<file path="config.mk">
export PLATFORM = sky130hd
export DESIGN_NAME = branch_history_table_flat
export DESIGN_NICKNAME = d
export VERILOG_FILES = /design/src/rtl/branch_history_table_pkg.sv /design/src/rtl/branch_history_table_if.sv /design/src/rtl/branch_history_table_sat_counter2.sv /design/src/rtl/branch_history_table.sv /design/src/flat_wrapper.sv
export SDC_FILE = /design/constraint.sdc
export NUM_CORES = 1
export LEC_CHECK = 0
export BUFFER_PORTS_ARGS = -buffer_cell sky130_fd_sc_hd__buf_2
export CAP_MARGIN = 20
export CORE_MARGIN = 2
export CORE_UTILIZATION = 45
export DETAILED_ROUTE_END_ITERATION = 7
export GPL_TIMING_DRIVEN = 0
export PLACE_DENSITY = 0.72
export RECOVER_POWER = 25
export SLEW_MARGIN = 10
export SYNTH_ARGS = -nofsm -noshare
export SYNTH_HDL_FRONTEND = slang
export SYNTH_SLANG_ARGS = --single-unit
</file>
<file path="constraint.sdc">
create_clock -name clk -period 4.1 [get_ports clk]
set_clock_uncertainty 0.05 [all_clocks]
set_input_delay 0.615 -clock clk [delete_from_list [all_inputs] [get_ports clk]]
set_output_delay 0.615 -clock clk [all_outputs]
set_load 0.05 [all_outputs]
</file>
<file path="src/rtl/branch_history_table_pkg.sv">
// Shared 2-bit saturating counter encodings and next-state helpers for the branch predictor.
// Pure combinational helpers: zero latency, no flow control.
package branch_history_table_pkg;

  typedef enum logic [1:0] {
    SNT = 2'b00,
    WNT = 2'b01,
    WT  = 2'b10,
    ST  = 2'b11
  } cnt2_t;

  function automatic cnt2_t sat_inc(input cnt2_t cur);
    return (cur == ST) ? ST : cnt2_t'(cur + 2'd1);
  endfunction

  function automatic cnt2_t sat_dec(input cnt2_t cur);
    return (cur == SNT) ? SNT : cnt2_t'(cur - 2'd1);
  endfunction

endpackage

</file>
<file path="src/rtl/branch_history_table_if.sv">
// ID-stage lookup and MEM-stage resolve bundle between the pipeline (master) and the predictor (slave).
// Wires only: zero latency, no backpressure (the predictor accepts every cycle).
interface branch_history_table_if #(
  parameter int IDX_W = 6,
  parameter int CNT_W = 16
);
  logic             branch_id;
  logic [31:0]      pc_id;
  logic             predict;
  logic [IDX_W-1:0] idx_id;
  logic             upd_valid_mem;
  logic [IDX_W-1:0] upd_idx_mem;
  logic             upd_taken_mem;
  logic             upd_pred_mem;
  logic             mispredict;
  logic [CNT_W-1:0] branch_cnt;
  logic [CNT_W-1:0] miss_cnt;

  modport master (
    output branch_id, pc_id, upd_valid_mem, upd_idx_mem, upd_taken_mem, upd_pred_mem,
    input  predict, idx_id, mispredict, branch_cnt, miss_cnt
  );

  modport slave (
    input  branch_id, pc_id, upd_valid_mem, upd_idx_mem, upd_taken_mem, upd_pred_mem,
    output predict, idx_id, mispredict, branch_cnt, miss_cnt
  );
endinterface

</file>
<file path="src/rtl/branch_history_table_sat_counter2.sv">
// Next-state function of one 2-bit saturating counter given the resolved outcome.
// Combinational: zero latency, no backpressure.
module sat_counter2
  import branch_history_table_pkg::*;
(
  input  cnt2_t cur,
  input  logic  taken,
  output cnt2_t nxt
);

  assign nxt = taken ? sat_inc(cur) : sat_dec(cur);

endmodule

</file>
<file path="src/rtl/branch_history_table.sv">
// 2-bit counter branch predictor with optional gshare indexing, trained when branches resolve in MEM.
// Lookup is combinational (0 cycles); training, history, stats and mispredict register at the edge; never stalls.
module branch_history_table
  import branch_history_table_pkg::*;
#(
  parameter int IDX_W      = 6,
  parameter int USE_GSHARE = 0,
  parameter int CNT_W      = 16
) (
  input logic                  clk,
  input logic                  rst_n,
  branch_history_table_if.slave bus
);

  localparam int DEPTH = 1 << IDX_W;

  cnt2_t            bht [DEPTH];
  cnt2_t            upd_next;
  logic [IDX_W-1:0] ghr;
  logic [IDX_W-1:0] pc_idx;
  logic [IDX_W-1:0] lookup_idx;
  logic             mispredict_q;
  logic             upd_miss;
  logic [CNT_W-1:0] branch_q;
  logic [CNT_W-1:0] miss_q;
  logic             unused_pc_bits;

  assign pc_idx         = bus.pc_id[IDX_W+1:2];
  assign unused_pc_bits = ^{bus.pc_id[31:IDX_W+2], bus.pc_id[1:0]};

  generate
    if (USE_GSHARE != 0) begin : g_gshare
      assign lookup_idx = pc_idx ^ ghr;
    end else begin : g_direct
      assign lookup_idx = pc_idx;
    end
  endgenerate

  // Table read is the registered state only; a same-cycle write is seen next cycle.
  assign bus.idx_id  = lookup_idx;
  assign bus.predict = bus.branch_id & bht[lookup_idx][1];

  sat_counter2 u_sat (
    .cur   (bht[bus.upd_idx_mem]),
    .taken (bus.upd_taken_mem),
    .nxt   (upd_next)
  );

  assign upd_miss = bus.upd_valid_mem & (bus.upd_taken_mem != bus.upd_pred_mem);

  always_ff @(posedge clk) begin
    if (!rst_n) begin
      for (int i = 0; i < DEPTH; i++) begin
        bht[i] <= WNT;
      end
      ghr          <= '0;
      mispredict_q <= 1'b0;
      branch_q     <= '0;
      miss_q       <= '0;
    end else begin
      mispredict_q <= upd_miss;
      if (bus.upd_valid_mem) begin
        bht[bus.upd_idx_mem] <= upd_next;
        ghr                  <= {ghr[IDX_W-2:0], bus.upd_taken_mem};
        if (branch_q != '1) begin
          branch_q <= branch_q + CNT_W'(1);
        end
        if (upd_miss && (miss_q != '1)) begin
          miss_q <= miss_q + CNT_W'(1);
        end
      end
    end
  end

  assign bus.mispredict = mispredict_q;
  assign bus.branch_cnt = branch_q;
  assign bus.miss_cnt   = miss_q;

endmodule

</file>
<file path="src/flat_wrapper.sv">
// flat-port wrapper written by rule: the top's interface ports become plain ports
module branch_history_table_flat import branch_history_table_pkg::*;
#(
  parameter int IDX_W      = 6,
  parameter int USE_GSHARE = 0,
  parameter int CNT_W      = 16
)
  (clk, rst_n, bus_branch_id, bus_pc_id, bus_upd_valid_mem, bus_upd_idx_mem, bus_upd_taken_mem, bus_upd_pred_mem, bus_predict, bus_idx_id, bus_mispredict, bus_branch_cnt, bus_miss_cnt);
  branch_history_table_if #(.IDX_W(IDX_W), .CNT_W(CNT_W)) bus_i ();
  input logic clk;
  input logic rst_n;
  input wire logic [$bits(bus_i.branch_id)-1:0] bus_branch_id;
  input wire logic [$bits(bus_i.pc_id)-1:0] bus_pc_id;
  input wire logic [$bits(bus_i.upd_valid_mem)-1:0] bus_upd_valid_mem;
  input wire logic [$bits(bus_i.upd_idx_mem)-1:0] bus_upd_idx_mem;
  input wire logic [$bits(bus_i.upd_taken_mem)-1:0] bus_upd_taken_mem;
  input wire logic [$bits(bus_i.upd_pred_mem)-1:0] bus_upd_pred_mem;
  output wire logic [$bits(bus_i.predict)-1:0] bus_predict;
  output wire logic [$bits(bus_i.idx_id)-1:0] bus_idx_id;
  output wire logic [$bits(bus_i.mispredict)-1:0] bus_mispredict;
  output wire logic [$bits(bus_i.branch_cnt)-1:0] bus_branch_cnt;
  output wire logic [$bits(bus_i.miss_cnt)-1:0] bus_miss_cnt;
  assign bus_i.branch_id = bus_branch_id;
  assign bus_i.pc_id = bus_pc_id;
  assign bus_i.upd_valid_mem = bus_upd_valid_mem;
  assign bus_i.upd_idx_mem = bus_upd_idx_mem;
  assign bus_i.upd_taken_mem = bus_upd_taken_mem;
  assign bus_i.upd_pred_mem = bus_upd_pred_mem;
  assign bus_predict = bus_i.predict;
  assign bus_idx_id = bus_i.idx_id;
  assign bus_mispredict = bus_i.mispredict;
  assign bus_branch_cnt = bus_i.branch_cnt;
  assign bus_miss_cnt = bus_i.miss_cnt;
  branch_history_table #(.IDX_W(IDX_W), .USE_GSHARE(USE_GSHARE), .CNT_W(CNT_W)) u_core (.clk(clk), .rst_n(rst_n), .bus(bus_i));
endmodule
</file>
==> summary.md <==
| Metric | Value |
|---|---|
| Status | `complete, no violations` |
| Syn Area/Cell | `10.7 um^2` |
| Final worst slack | `0.197 ns` |
| Synth-to-layout area growth | `12.5%` |
| Drt via density | `between 6 and 7` |
| GRT Residual Overflow | `0` |
| Startpoint types | `input port` |
| Ys async rst share | `0%` |
| Crit share post-route | `95.2%` |
| Post-route ant nets | `0` |
| Post-Place Cells | `roughly 1100` |
| Power per cell area | `a little over 400 nW/um^2` |
| Worst Path Max Fanout | `10` |
| WL final | `25.1 mm` |
| Placement Cell Area | `9200 um^2` |
| Vias in the first global route | `6569` |
| Die area | `around 20000 um^2` |
| Row cnt | `50` |
| CTS Buf Count | `17` |
| All-layer global routing usage | `between 20% and 30%` |
| Max Slew Vio Count | `0` |
| Residual DRC | `0` |
| RSZ-0062 raised after global routing | `false` |
| Htree depth | `4` |
| Largest net degree at the start of global routing | `17` |
| Port buffer count | `53` |
| Cts repair resizes | `1` |
| Cell variety after synth | `between 50 and 60` |
| Worst-path clk slew | `0.06 ns` |
| Nets | `926` |
| EDFF count, synth | `128` |
| Max-Cap Viols | `0` |
| Hold Worst Slack | `0.439 ns` |
| Cell Count, Final, Fillers Out | `between 1000 and 1500` |
| Arrival time at the worst endpoint | `3.24 ns` |
| Share of post-route cells with drive strength above 1 | `13.9%` |
| Clock root buffer | `clkbuf_16` |
| Pre-Repair DR Iteration Count | `8` |
| Met2 Usage GRT | `approximately two fifths` |
| Clk buf depth | `2` |
| Grt peak-use layer | `met2` |
| Diode count | `0` |
| Worst Path Required | `3.43 ns` |
| Met3 Track Usage GR | `8.95%` |
| Worst relative slew slack | `29.9%` |
| Clk_lat worst skew | `0.43 ns` |
| Total of warnings raised by yosys | `0` |
| Final setup violating endpoints | `0` |
| Initial antenna violation count | `0` |
| Post-CTS Setup Repair Bufs | `0` |
| Setup CP Type | `input port to output port` |
| Seq/Total Area, Yosys | `between 50% and 60%` |
| Top_reg_cell synth | `edfxtp_1` |
| Post-DR wirelength/cell | `22.3 um` |
| Worst VDD drop | `312 uV` |
| Lkg Pwr | `3.25 nW` |
| Syn_nets | `853` |
| Seq cells post-synth | `roughly 160` |
| Syn Inst Count | `807` |
| Fmax achieved | `0.256 GHz` |
| Synth Cell Area | `~8600 um^2` |
| DR vias | `6877` |
| Initial Util | `46.0%` |
| Hold buffer count at cts | `0` |
| Pin slew with the least headroom to its limit | `1.04 ns` |
| Final Hold Vio Count | `0` |
| # IOs | `84` |
| Critical Path Sink Type | `output port` |
| Die Span Y | `143 um` |
| CTS sink cnt | `161` |
| Hold Crit Class | `register to register` |
| Post-layout instance area | `about 10000 um^2` |
| Core area | `18800 um^2` |
| First-pass GRT wire length | `37.5 mm` |
| Clock period minus worst slack | `3.90 ns` |
| CTS tree | `yes` |
| Worst setup slack after placement | `-0.0958 ns` |
| DP HPWL | `approximately 18 mm` |
| Met1 Track Usage GR | `31.8%` |
| Die width | `143 um` |
| GP Congestion | `0.966` |
| 1st-iter DRT viols | `just under 800` |
layout make-up:
type                    instances  area [um^2]
plain buffers                  77          467
inverters                       7         26.3
clock buffers                  20          437
repair buffers                 54          218
fillers                      1678         9050
flip-flops and latches        161         4500
clock inverters                 9          141
well taps                     234          293
multi-input cells             562         3630
where the power goes:
group,switching [mW],internal (mW)
sequential,0.0220,1.79
clock,0.622,0.999
combinational,0.342,0.172
total,0.986,2.96
registers in the layout (all words and copies together), names as in the netlist:
register	flops
u_core.bus.miss_cnt	16
u_core.bus.branch_cnt	16
u_core.bht	128
u_core.bus.mispredict	1
placed cells by master (no fill, tap or decap), types with 7 or more instances in the layout:
| cell type | count |
|---|---|
| a21oi_1 | 12 |
| and3_1 | 7 |
| buf_2 | 19 |
| buf_4 | 13 |
| buf_6 | 16 |
| clkbuf_1 | 84 |
| clkbuf_16 | 17 |
| dfxtp_1 | 33 |
| edfxtp_1 | 128 |
| mux2i_1 | 36 |
| mux4_2 | 29 |
| nand2_1 | 131 |
| nand3_1 | 86 |
| nand4_1 | 10 |
| nor2_1 | 95 |
| nor3_1 | 12 |
| nor3_2 | 14 |
| o21ai_0 | 26 |
| xor2_1 | 22 |
cells by family (layout without fill, tap and decap cells):
family / Yosys count / count (layout) / share of synthesized area, %
compound gates: 70 / 70 / 5.17
simple gates: 393 / 393 / 21.5
fa+ha+maj: 4 / 4 / 0.550
xor+xnor: 26 / 26 / 2.64
flops: 161 / 161 / 52.2
buf+inv: 84 / 167 / 5.78
mux: 69 / 69 / 12.3
critical path, stage by stage:
cell and delay, ns:
clkbuf_1 0.42, buf_2 0.45, mux4_2 0.41, mux4_2 0.51, mux4_2 0.47, and2_1 0.16, buf_2 0.20
through the flow:
stage	setup TNS [ns]	utilization (%)	total power, mW
finish	0	51.8	3.95
global route	0	51.8	4.04
CTS	0	52.1	3.94
detailed placement	-0.0958	49.0	2.35
global placement	-0.0892	49.0	2.35
floorplan	0	-	2.20
worst paths after layout:
kind | slack (ns) | depth (start not counted) | to | startpoint
max reg2reg | 1.38 | 9 | u_core.bht[55][1]$_SDFFCE_PN0P_ | u_core.bht[55][0]$_SDFFCE_PN1P_
max | 0.20 | 7 | bus_predict | bus_pc_id[3]
min | 0.44 | 2 | u_core.bus.miss_cnt[1]$_SDFFE_PN0P_ | u_core.bus.miss_cnt[1]$_SDFFE_PN0P_
min reg2reg | 0.44 | 2 | u_core.bus.miss_cnt[1]$_SDFFE_PN0P_ | u_core.bus.miss_cnt[1]$_SDFFE_PN0P_
synthesized netlist by cell type (all sizes together) (10+ instances only):
master  count  area share, %
edfxtp    128             45
mux2i      36            4.2
nand3      86            5.0
a21oi      12           0.70
dfxtp      33            7.6
nor2       95            4.1
nor3       26            2.3
clkbuf     35            1.5
mux4       29            7.6
xor2       22            2.2
o21ai      26            1.5
nand4      10           0.72
buf        42            4.0
nand2     131            5.7
per-layer routing:
| layer | vias to the layer above | wire [um] |
|---|---|---|
| li1 | 3059 | - |
| met1 | 3241 | 9660 |
| met2 | 486 | 11300 |
| met3 | 91 | 3100 |
| met4 | 0 | 1040 |
| met5 | - | 0 |
Power figures use the tool's default switching activity.
